## config.mk

```make
export PLATFORM = sky130hd
export DESIGN_NAME = swan_round_iter
export DESIGN_NICKNAME = d
export VERILOG_FILES = /design/src/rtl/swan_pkg.sv /design/src/rtl/vartheta.sv /design/src/rtl/swan_round_iter.sv
export SDC_FILE = /design/constraint.sdc
export NUM_CORES = 1
export LEC_CHECK = 0
export CELL_PAD_IN_SITES_DETAIL_PLACEMENT = 0
export CELL_PAD_IN_SITES_GLOBAL_PLACEMENT = 2
export CORE_AREA = 2 2 257 259
export DETAILED_ROUTE_END_ITERATION = 8
export DIE_AREA = 0 0 259 261
export DONT_BUFFER_PORTS = 1
export HOLD_SLACK_MARGIN = 0.02
export PLACE_DENSITY = 0.62
export SYNTH_ARGS = -nofsm -noshare
export SYNTH_HDL_FRONTEND = slang
export SYNTH_SLANG_ARGS = --single-unit
```

## constraint.sdc

```tcl
create_clock -name clk -period 2.1 [get_ports clk]
set_clock_uncertainty 0.2 [all_clocks]
set_input_delay 0.315 -clock clk [delete_from_list [all_inputs] [get_ports clk]]
set_output_delay 0.315 -clock clk [all_outputs]
set_load 0.005 [all_outputs]
```

## src/rtl/swan_pkg.sv

```systemverilog
// Shared SWAN256 definitions: block geometry, vartheta rotation amounts and
// the round-engine state encoding.
package swan_pkg;

  localparam int unsigned BLOCK_SIZE  = 256;
  localparam int unsigned SIDE_SIZE   = BLOCK_SIZE / 2;
  localparam int unsigned COLUMN_SIZE = 32;

  localparam int unsigned PA = 1;
  localparam int unsigned PB = 9;
  localparam int unsigned PC = 19;

  typedef enum logic [1:0] {
    StIdle,
    StRun,
    StDone
  } state_e;

  // Rotate toward the LSB end; MSB-first bit numbering makes that the higher index.
  function automatic logic [COLUMN_SIZE-1:0] rotr(input logic [COLUMN_SIZE-1:0] c,
                                                  input int unsigned n);
    return (c >> n) | (c << (COLUMN_SIZE - n));
  endfunction

endpackage

```

## src/rtl/vartheta.sv

```systemverilog
// SWAN256 column-rotation diffusion stage: four 32-bit columns, c0 at the MSB
// end, rotated right by PC, PB, PA and zero respectively.
module vartheta
  import swan_pkg::*;
(
  input  logic [0:SIDE_SIZE-1] x_i,
  output logic [0:SIDE_SIZE-1] y_o
);

  assign y_o = {rotr(x_i[0:31], PC),
                rotr(x_i[32:63], PB),
                rotr(x_i[64:95], PA),
                x_i[96:127]};

endmodule

```

## src/rtl/swan_round_iter.sv

```systemverilog
// Iterative SWAN256 engine: one Feistel round per clock over two 128-bit halves,
// round keys fetched combinationally from the key schedule via rk_idx.
module swan_round_iter
  import swan_pkg::*;
#(
  parameter int unsigned ROUNDS = 64
) (
  input  logic                  clk,
  input  logic                  rst_n,
  input  logic                  in_valid,
  output logic                  in_ready,
  input  logic [0:BLOCK_SIZE-1] din,
  output logic [7:0]            rk_idx,
  input  logic [0:SIDE_SIZE-1]  rk,
  output logic                  out_valid,
  input  logic                  out_ready,
  output logic [0:BLOCK_SIZE-1] dout
);

  localparam logic [7:0] LastRound = 8'(ROUNDS - 1);

  state_e               state_q, state_d;
  logic [0:SIDE_SIZE-1] l_q, l_d, r_q, r_d;
  logic [0:SIDE_SIZE-1] mix, f;
  logic [7:0]           cnt_q, cnt_d;

  assign mix = l_q ^ rk;

  vartheta u_vartheta (
    .x_i(mix),
    .y_o(f)
  );

  always_comb begin
    state_d = state_q;
    l_d     = l_q;
    r_d     = r_q;
    cnt_d   = cnt_q;
    unique case (state_q)
      StIdle: begin
        if (in_valid) begin
          l_d     = din[0:SIDE_SIZE-1];
          r_d     = din[SIDE_SIZE:BLOCK_SIZE-1];
          cnt_d   = 8'd0;
          state_d = StRun;
        end
      end
      StRun: begin
        l_d   = r_q ^ f;
        r_d   = l_q;
        cnt_d = cnt_q + 8'd1;
        if (cnt_q == LastRound) begin
          state_d = StDone;
        end
      end
      StDone: begin
        if (out_ready) begin
          state_d = StIdle;
        end
      end
      default: state_d = StIdle;
    endcase
  end

  always_ff @(posedge clk or negedge rst_n) begin
    if (!rst_n) begin
      state_q <= StIdle;
      l_q     <= '0;
      r_q     <= '0;
      cnt_q   <= 8'd0;
    end else begin
      state_q <= state_d;
      l_q     <= l_d;
      r_q     <= r_d;
      cnt_q   <= cnt_d;
    end
  end

  // Handshake outputs decode registered state only.
  assign in_ready  = (state_q == StIdle);
  assign out_valid = (state_q == StDone);
  assign rk_idx    = (state_q == StRun) ? cnt_q : 8'd0;
  assign dout      = {l_q, r_q};

endmodule

```

After elaboration in Yosys (flattened, before gate mapping). Cells that the tools add are included.

Bitwise operators: 5. Equality and inequality tests: 6. Add/sub/neg operators: 1. Mux-type cells: 11. Reduce and logical (&&, ||, !) cells: 4.

Operators with widths (number): 128-bit one-hot mux with 2 select lines (2); 128-bit 2-to-1 mux (2); 128-bit bitwise XOR (2); 13-bit by 32-bit bitwise OR with 32-bit output (1); 23-bit by 32-bit bitwise OR with 32-bit output (1); 31-bit by 32-bit bitwise OR with 32-bit output (1); 8-bit 2-to-1 mux (2); 8-bit one-hot mux with 2 select lines (1); 8-bit by 1-bit adder with 8-bit output, second input constant (1); 8-bit by 6-bit equality test with 1-bit output, second input constant (1); 2-bit 2-to-1 mux (3); 2-bit one-hot mux with 3 select lines (1); 2-bit != test, second input constant (2); 3-bit AND reduction (1); 2-bit by 1-bit equality test with 1-bit output, second input constant (1); 2-bit equality test, second input constant (1); 2-bit zero test (1); 2-bit by 1-bit != test with 1-bit output, second input constant (1); 2-bit AND reduction (1); 2-bit nonzero test (1).

Register bits after elaboration: 266. Output and inout bits: 266. Input port bits: 388.

Longest topological paths before layout.
Word-level depth: 4. Mapped depth: 7. Mapped depth without buffers: 4.

Modules after synthesis. Synthesis repeated with hierarchy kept, for this count alone.

Cell total of the unflattened synthesis: 1617. Area total of the unflattened synthesis: 15800.2 um^2.

Modules (own cells, without submodules): swan_round_iter (times used 1, cells each 1489, area each 14839.2 um^2); vartheta (times used 1, cells each 128, area each 960.9 um^2).

Worst setup path after synthesis. No wires, ideal clock.

Path type: register to output. Start: register state_q[1]. End: output rk_idx[0]. Buffers on the path: 3. Arrival time: 1.138 ns. Cell stages (with the launch flop): 6. Path slack: 0.447 ns. Required time: 1.585 ns. Cell sequence: dfrtp_1 > buf_4 > nor2b_4 > buf_6 > clkbuf_1 > and2_1.

Longest elaborated chain between the ends: 2.

RTL lines: start, declared (line swan_round_iter.sv:22) `state_e state_q, state_d;`; start signal, assigned (line swan_round_iter.sv:67) `state_q <= StIdle;`; start signal, assigned (line swan_round_iter.sv:72) `state_q <= state_d;`; 2-bit by 1-bit equality test with 1-bit output (line swan_round_iter.sv:82) `assign rk_idx = (state_q == StRun) ? cnt_q : 8'd0;`; 8-bit 2-to-1 mux (line swan_round_iter.sv:82); end, declared (line swan_round_iter.sv:13) `output logic [7:0] rk_idx,`.

No other way between the ends.

Final worst setup path.
Start: register state_q[1]. End: register l_q[71] in the netlist's numbering.

Longest elaborated chain between the ends: 3.

RTL lines: 2-bit by 1-bit equality test with 1-bit output / 2-bit zero test (equally long branches) (line swan_round_iter.sv:39) `unique case (state_q)`; 2-bit nonzero test (no line) / 2-bit != test (equally long branches); 2-bit AND reduction (no line); end signal, assigned (line swan_round_iter.sv:73) `l_q <= l_d;`; end, declared (line swan_round_iter.sv:23) `logic [0:SIDE_SIZE-1] l_q, l_d, r_q, r_d;`.

Several ways; a longest one is shown, not always the timed one. A chain may end at the register's enable or synchronous reset.

==> qor.yml <==
status:
  status: "finished, violations left"
  violations: "negative hold slack, negative setup slack"
finish:
  layout.cells.non_filler: 2798
  final_util_pct: 34.17
  layout.nets: 2300
  area_growth_pct: 46.04
  drive_gt1_share_pct: 7.150
  fill_cells: 6500
synthesis:
  yosysTopAreaCellShare_pct: 43.74
  ys_seq_elements: 266
  synthFlopType: "dfrtp_1"
  async_flop_share_pct: 100.0
  yosysSeqAreaShare_pct: 43.74
  synth_commonest_cells: "266 x dfrtp_1, 184 x mux2i_1, 168 x o21ai_0"
  synthTopCellsByArea: "dfrtp_1 44%, mux2i_1 12%, xnor2_1 7.4%, a22oi_1 6.3%, o21ai_0 5.5%"
  syn_nets: 1874
  yosysMostFrequentCell: "dfrtp_1"
  yosys_warnings: 0
  synth_largest_area_cell: "dfrtp_1"
  syn_area_per_cell_um2: 10.25
  synthCells: 1485
  synth_cell_types: 38
  syn_area_um2: 15220
  synth_edf_count: 0
sta:
  hold_viol: 266
  whs_ns: -0.7068
  max_freq_mhz: 473.8
  fin_crit_ns: 2.110
  fin_ws_ns: -0.01049
  tightest_slew_ns: 0.9161
  fin_crit_sh_pct: 100.5
  rsz0062_at_grt: "yes"
  final_max_slew_viol_count: 0
  setup_viol: 1
  relSlewSlack_pct: 38.92
routing:
  via_per_inst: 4.943
  drt_iter0_drc: 1087
  wl_per_cell_um: 22.61
  drc: 0
  vias: 13830
  ant_nets: 0
  drtPass1Iterations: 5
  routed_wl_um: 63250
setup_path:
  critPathKind: "flip-flop to flip-flop"
  rrSetupSlack_ns: -0.01
  worstPathRequired_ns: 2.29
  worstPathArrival_ns: 2.30
  worstPathCellList: "buf_6 > and2b_4 > buf_12 > buf_16 > mux2i_2 > mux2i_1"
  critPathCaptureType: "flip-flop"
  startpoint_type: "flip-flop"
  crit_slowest_cell: "dfrtp_4"
  cp_max_fo: 17
  slowest_delay_ns: 0.52
placement:
  dp_cells: 2279
  routabilityCongestion: 0.8489
  io_buffers: 0
  dp_hpwl_um: 40040
clock_tree:
  cts-root-buf: "clkbuf_16"
  clk_latency_ns: 0.53
  clock-sinks: 266
  clock_path_buffers: 3
  h-tree-depth: 2
  cts_hold_buf: 434
  cts.clk_slew.worst_paths_ns: 0.06
  cts_buffers: 35
  tritoncts: "yes"
die:
  core_area_um2: 65040
  io_pins: 654
  floorplan.initialDensity_pct: 23.40
  fp.dieArea_um2: 67600
  dieHeight_um: 261
  die_w_um: 259
  rows: 94
power_and_ir_drop:
  pwr_density_cell_nw_per_um2: 1327
  ir_worst_vdd_mv: 0.6380
  power_mw: 29.49
  p_leak_nw: 9.067
grt:
  overflow: 0
  grt_pass1_vias: 14650
  grt_use_total_pct: 17.64
  antenna_found_initial: 7
  grt_pass1_wl_um: 92560
  grt_max_degree: 267
worst_hold_path:
  min_path_type: "input port to async pin"
run:
  cap_violations: 0
==> flip-flops by register name, indices dropped and copies added (netlist names) <==
register and flops:
l_q 128, state_q 2, r_q 128, cnt_q 8
==> cells in the final DEF, fill, tap and decap left out, types with 2 or more instances in the layout <==
| cell type | count |
|---|---|
| mux2i_1 | 177 |
| a22o_1 | 3 |
| a32oi_1 | 4 |
| mux2i_4 | 3 |
| inv_1 | 2 |
| a21oi_1 | 162 |
| o21ai_0 | 168 |
| and2b_1 | 21 |
| diode_2 | 4 |
| buf_16 | 5 |
| dfrtp_4 | 2 |
| mux2i_2 | 4 |
| buf_12 | 17 |
| a22oi_1 | 128 |
| buf_6 | 5 |
| a211o_1 | 32 |
| clkbuf_1 | 6 |
| xnor2_1 | 128 |
| xor2_1 | 96 |
| clkbuf_8 | 6 |
| nor4_1 | 2 |
| dlygate4sd3_1 | 433 |
| dfrtp_1 | 264 |
| nor2b_1 | 107 |
| and2_1 | 4 |
| nand2_1 | 7 |
| buf_4 | 34 |
| bufbuf_16 | 2 |
| nor2_1 | 33 |
| nor2b_4 | 2 |
| and2_4 | 3 |
| nand3_1 | 3 |
| clkbuf_16 | 40 |
| clkinv_2 | 5 |
| bufinv_16 | 2 |
==> timing repair <==
action,CTS,global route
endpoints found under the hold margin,527,266
gates resized for setup,14,19
setup endpoints to repair,10,41
buffers inserted,11,9
pin swaps,1,1
gates cloned,2,3
==> worst max-delay path, delay by kind of cell (launching register included) <==
kind	cells	cell delay (ns)
mux	2	0.41
flops	1	0.52
buf+inv	3	0.50
simple gates	1	0.29
==> stage by stage <==
| stage | setup TNS, ns | setup slack, ns | instance area (um2) |
|---|---|---|---|
| final | -0.01049 | -0.01049 | 22220 |
| after global routing | -0.04819 | -0.02741 | 22220 |
| after CTS | -0.03756 | -0.03756 | 21970 |
| after detailed placement | 0 | 0.1274 | 16300 |
| after global placement | 0 | 0.08632 | 16300 |
| after floorplan | 0 | 0.4466 | 15220 |
==> final cells by class <==
class,instances,area [um2],share of cell area [%]
diodes,4,10.01,0.04504
multi-input cells,1106,8065,36.29
clock buffers,49,1031,4.639
repair buffers,500,5279,23.75
flip-flops and latches,266,6664,29.99
clock inverters,7,85.08,0.3829
well taps,864,1081,4.865
inverters,2,7.507,0.03378
==> cell families after synthesis <==
logic type | after synthesis | synth area share (%)
muxes | 185 | 12.18
AOI/OAI and AO/OA | 503 | 19.79
DFF | 266 | 43.74
buffers and inverters | 113 | 3.832
adders and majority gates | 1 | 0.08221
and+or+nand+nor | 193 | 7.482
xor gates and xnor gates | 224 | 12.89
==> per-layer routing <==
| metal | wire length, um | up-vias | GRT usage (%) |
|---|---|---|---|
| met2 | 32130 | 584 | 30.64 |
| met1 | 25100 | 6974 | 21.35 |
| li1 | - | 6166 | - |
| met5 | 41 | - | 0 |
| met3 | 4348 | 100 | 4.201 |
| met4 | 1637 | 6 | 6.053 |
==> report_power, final <==
part | internal, mW | switching [mW] | leakage (nW) | total (mW)
Sequential | 7.89 | 4.86 | 3.12 | 12.7
Combinational | 6.11 | 4.62 | 5.39 | 10.7
Clock | 3.64 | 2.38 | 0.554 | 6.01
==> path summary, 6_finish.rpt <==
path,cells after the start,start,end
max,6,state_q[1]$_DFFE_PN0P_,l_q[71]$_DFFE_PN0P_
min,0,rst_n,l_q[43]$_DFFE_PN0P_
max reg2reg,6,state_q[1]$_DFFE_PN0P_,l_q[71]$_DFFE_PN0P_
min reg2reg,1,cnt_q[5]$_DFFE_PN0P_,cnt_q[5]$_DFFE_PN0P_
max in group asynchronous,0,rst_n,state_q[0]$_DFFE_PN0P_
min in group clk,4,in_valid,r_q[115]$_DFFE_PN0P_
No activity file was read; power rests on OpenSTA's default activity.
==> RTL change 1 (same flow settings) <==
Encoding of `state_e`: now one-hot (3 bits for 3 states).
--- a/src/rtl/swan_pkg.sv
+++ b/src/rtl/swan_pkg.sv
@@ -11,8 +11,8 @@
   localparam int unsigned PC = 19;
 
-  typedef enum logic [1:0] {
-    StIdle,
-    StRun,
-    StDone
+  typedef enum logic [2:0] {
+    StIdle = 3'b001,
+    StRun  = 3'b010,
+    StDone = 3'b100
   } state_e;
 
Formal check against the unedited RTL: same outputs for any inputs over 4 cycles, from zero or initial values and one cycle with rst_n low; so few cycles prove little.
==> RTL change 1 against the original RTL <==
Worst setup slack worse by 0.18 ns; global-route usage is 0.87 points lower; clock power hardly changed; routed wire length is 7.1% higher; highest routed layer unchanged; largest cell class unchanged; total power is 16% higher; sequential cell count is 1 higher; area after synthesis is 6.2% lower; the run still ends with hold timing, setup timing left; critical endpoint is now rk_idx[5]; cell area is 3.7% higher.
==> RTL change 1: results (changes against the original RTL) <==
[setup_path]
r2r_slack_ns=-0.07  ; -0.06 ns
r2r_end=l_q[52]$_DFFE_PN0P_
critPathMaxStageDelay_ns=0.40  ; -0.12 ns
worstPathArrival_ns=1.77  ; -0.53 ns

[logic_synthesis]
synth_xor_area_share_pct=13.7  ; +0.85 points
ys_seq_area_share_pct=46.8  ; +3.1 points
synth_cells=1489  ; +0.27%
syn-num-nets=1878  ; +0.21%
synth-adder-area-share_pct=0.0877  ; +0.0054 points
synth-compound-area-share_pct=17.1  ; -2.7 points

[timing]
hold_violations=267  ; +0.38%
setup_viol=27  ; +26
fin_ws_ns=-0.187  ; -0.176 ns
hold_ws_ns=-0.709  ; -0.00203 ns

[outcome]
failed_checks=hold timing, setup timing
status=finished with violations

[drt]
finalWirelength_um=67700  ; +7.1%
drt-met1-wl_um=28100  ; +12%

[placement]
pre_cts_ws_ns=0.0406  ; -0.0868 ns
gp_congestion=0.829  ; -2.3%
placed_area_sq_mm=0.0158  ; -3.1%

[grt]
antenna_found_initial=3  ; -4
grt_use_met1_pct=20.8  ; -0.59 points
grtUsageMet3_pct=4.35  ; +0.15 points
grt_util_all_layers_pct=16.8  ; -0.87 points

[finish]
antenna_cells=0  ; -4
fin_nets=2338  ; +1.7%

[clock_tree]
numCtsBuffers=36  ; +2.9%
cts_resized=19  ; +5
cts_hold_buf=384  ; -12%

[power]
p_int_mw=20.3  ; +15%

[RTL change 1: cell count changes after synthesis, moves of 107 or more]
| cell | change |
|---|---|
| o21ai_0 | -164 |
| a21oi_1 | -158 |
| a31oi_1 | +127 |
| a22oi_1 | -128 |
| nor2b_1 | -107 |
| nand2_1 | +253 |
| mux2i_1 | -150 |
[RTL change 1: power by group through the flow]
stage               Sequential [mW]  Clock (mW)  Combinational (mW)
floorplan                      10.3           0                9.05
global placement               12.2           0                11.5
detailed placement             12.1           0                11.8
CTS                            12.1        6.21                12.7
global route                   12.5        6.41                17.3
finish                         12.2        6.03                16.0
[RTL change 1: layout make-up]
class | instances | area (sq um)
clock buffers | 60 | 1100
clock inverters | 3 | 17.5
fillers | 6473 | 42000
inverters | 34 | 128
multi-input cells | 1071 | 7730
flip-flops and latches | 267 | 6680
well taps | 864 | 1080
repair buffers | 539 | 6300
==> RTL change 2 (config.mk and constraints unchanged) <==
Made on the original files. Set the parameter `ROUNDS` to 48 (it was 64).
--- a/src/rtl/swan_round_iter.sv
+++ b/src/rtl/swan_round_iter.sv
@@ -4,5 +4,5 @@
   import swan_pkg::*;
 #(
-  parameter int unsigned ROUNDS = 64
+  parameter int unsigned ROUNDS = 48
 ) (
   input  logic                  clk,
Check against the original RTL: no difference found for any inputs over 4 cycles, from zero or initial values and one cycle with rst_n low; that may be too few to reach the edited logic, so the function may still have changed.
==> RTL change 2 against the original RTL <==
The flow still finishes with violations (hold timing, setup timing); via count grew 8.0%; sequential cell count is the same; worst setup slack lost 0.0084 ns; largest power group unchanged; area after synthesis grew 3.7%; cell area grew 3.3%; routed wire length grew 15%; largest cell class unchanged; highest routed layer unchanged; die area is the same; total power shrank 0.45%; utilization grew 1.1 points; cell count grew 3.9%.
==> RTL change 2: results (changes against the original RTL) <==
[outcome]
status=finished with violations
failed_checks=hold timing, setup timing

[clock_tree]
numCtsBuffers=35  ; unchanged
cts_hold_buf=437  ; +0.69%
root_buffer=clkbuf_16
cts-htree-levels=2  ; unchanged
clk_latency_ns=0.54
clk_pin_slew_ns=0.06  ; about the same
cts_buffer_depth=3  ; unchanged

[logic_synthesis]
synth_flop_cell=dfrtp_1
ys_seq_area_share_pct=42.2  ; -1.6 points
synthArstFlopShare_pct=100  ; unchanged
yosys-top-cells-area=dfrtp_1 42%, xor3_1 14%, nand3_1 5.9%
syn-num-nets=1986  ; +6.0%
synth_cells=1597  ; +7.5%
synth_common_cells=266 x dfrtp_1, 219 x nand2_1, 186 x nand3_1
ys_seq_elements=266  ; unchanged
yosysWarnings=0  ; unchanged
ys_types=35  ; -7.9%

[setup_path]
worstPathMaxFanout=6  ; -11
worstPathArrival_ns=1.60  ; -0.70 ns
r2r-start=state_q[1]$_DFFE_PN0P_
r2r_slack_ns=0.03  ; +0.04 ns
r2r_end=r_q[19]$_DFFE_PN0P_
reg2reg_depth=7  ; +1

[placement]
post-dp-hpwl_um=44500  ; +11%
placed_area_sq_mm=0.0168  ; +3.3%
portBuffers=0  ; unchanged
pre_cts_ws_ns=0.166  ; +0.0390 ns
gp_congestion=0.840  ; -1.1%

[timing]
hold_violations=266  ; unchanged
tns_ns=-0.0436  ; -0.0331 ns
fin_ws_ns=-0.0189  ; -0.00836 ns
hold_ws_ns=-0.716  ; -0.00946 ns
max_slew_margin_pct=34.1  ; -4.9 points
setup_viol=6  ; +5

[drt]
finalWirelength_um=72700  ; +15%
wl_met3_um=4970  ; +14%
highest_layer=met5
drt-met1-wl_um=29400  ; +17%
antenna_left=0  ; unchanged
post_drt_via_cell_ratio=5.14  ; +4.0%
wl_met2_um=36600  ; +14%
detail_route.wl_per_cell_um=25.0  ; +11%
drtIter0Drc=1096  ; +0.83%
first_pass_iters=5  ; unchanged

[grt]
grt_max_degree=267  ; unchanged
grt_util_all_layers_pct=20.2  ; +2.6 points
grt_pass1_vias=16000  ; +8.9%
antenna_found_initial=7  ; unchanged
grt_pass1_wl_um=104000  ; +12%

[finish]
fin_nets=2408  ; +4.7%
layout-drive-gt1-share_pct=7.40  ; +0.25 points
fillers=6494  ; -0.092%
largestRegisters=l_q: 128 flops, r_q: 128 flops, cnt_q: 8 flops

[power]
vdd_drop_max_uv=554  ; -13%
p_leak_nw=10.0  ; +10%

RTL change 2: cell count changes in the layout (fill, tap and decap cells not counted), sizes merged, moves of 33 or more:
cell / delta
mux2i: -181
nand2: +212
nand3: +183
nor2: -33
o21ai: -63
o22ai: +33
xnor2: -92
xor2: -92
xor3: +92
RTL change 2: routing by layer:
metal  GRT usage [%]  vias up
met4            5.81        6
met2            35.6      670
li1                -     6602
met3            4.42      104
met5               0        -
met1            24.7     7557
RTL change 2: stage by stage:
stage / hold slack, ns / utilization (%) / total power, mW
floorplan: -0.181 / - / 18.8
CTS: -0.756 / 35.0 / 29.5
global route: -0.754 / 35.3 / 31.2
finish: -0.716 / 35.3 / 29.4
detailed placement: -0.173 / 25.9 / 22.1
global placement: -0.173 / 25.9 / 21.9
RTL change 2: worst max-delay path by stage:
| stage | start | to | cells after the start |
|---|---|---|---|
| 2_1_floorplan | state_q[0]$_DFFE_PN0P_ | rk_idx[0] | 6 |
| 3_3_place_gp | state_q[1]$_DFFE_PN0P_ | rk_idx[4] | 3 |
| 3_5_place_dp | state_q[0]$_DFFE_PN0P_ | l_q[111]$_DFFE_PN0P_ | 5 |
| 4_1_cts | state_q[1]$_DFFE_PN0P_ | rk_idx[0] | 3 |
| 5_1_grt | state_q[1]$_DFFE_PN0P_ | rk_idx[0] | 3 |
| 6_report | state_q[1]$_DFFE_PN0P_ | rk_idx[2] | 3 |
RTL change 2: report_power, final:
group / switching (mW) / internal [mW]
registers: 4.53 / 7.77
logic: 3.66 / 7.23
clock network: 2.41 / 3.76
total: 10.6 / 18.8
RTL change 2: cell type report:
type	count	share of cell area, %
Tap cell	864	4.71
Sequential cell	266	29.0
Timing Repair Buffer	519	24.2
Inverter	2	0.0327
Antenna cell	3	0.0327
Clock buffer	54	4.71
Clock inverter	4	0.305
Multi-Input combinational cell	1195	37.0
RTL change 2: critical path, stage by stage (launching register included):
cell and delay (ns):
dfrtp_4 0.53, nor2b_4 0.22, and2_4 0.19, buf_12 0.12
RTL change 2: timing repair:
action | in CTS | in global routing
cloned | 7 | 6
resized for setup | 15 | 7
endpoints found under the hold margin | 527 | 266
pin swaps | 2 | 2
endpoints found under the setup margin | 10 | 63
buffers inserted | 16 | 5
RTL change 2: cell families (layout without fill, tap and decap cells):
kind of cell | after synthesis | count (layout) | synth area share (%)
AND/OR/NAND/NOR | 588 | 589 | 18.8
adder cells (fa/ha/maj) | 1 | 1 | 0.0793
multiplexers | 3 | 3 | 0.190
other | 0 | 3 | 0
buffers and inverters | 137 | 579 | 4.41
AO/OA/AOI/OAI | 470 | 470 | 18.3
XOR/XNOR | 132 | 132 | 16.1
flip-flops | 266 | 266 | 42.2
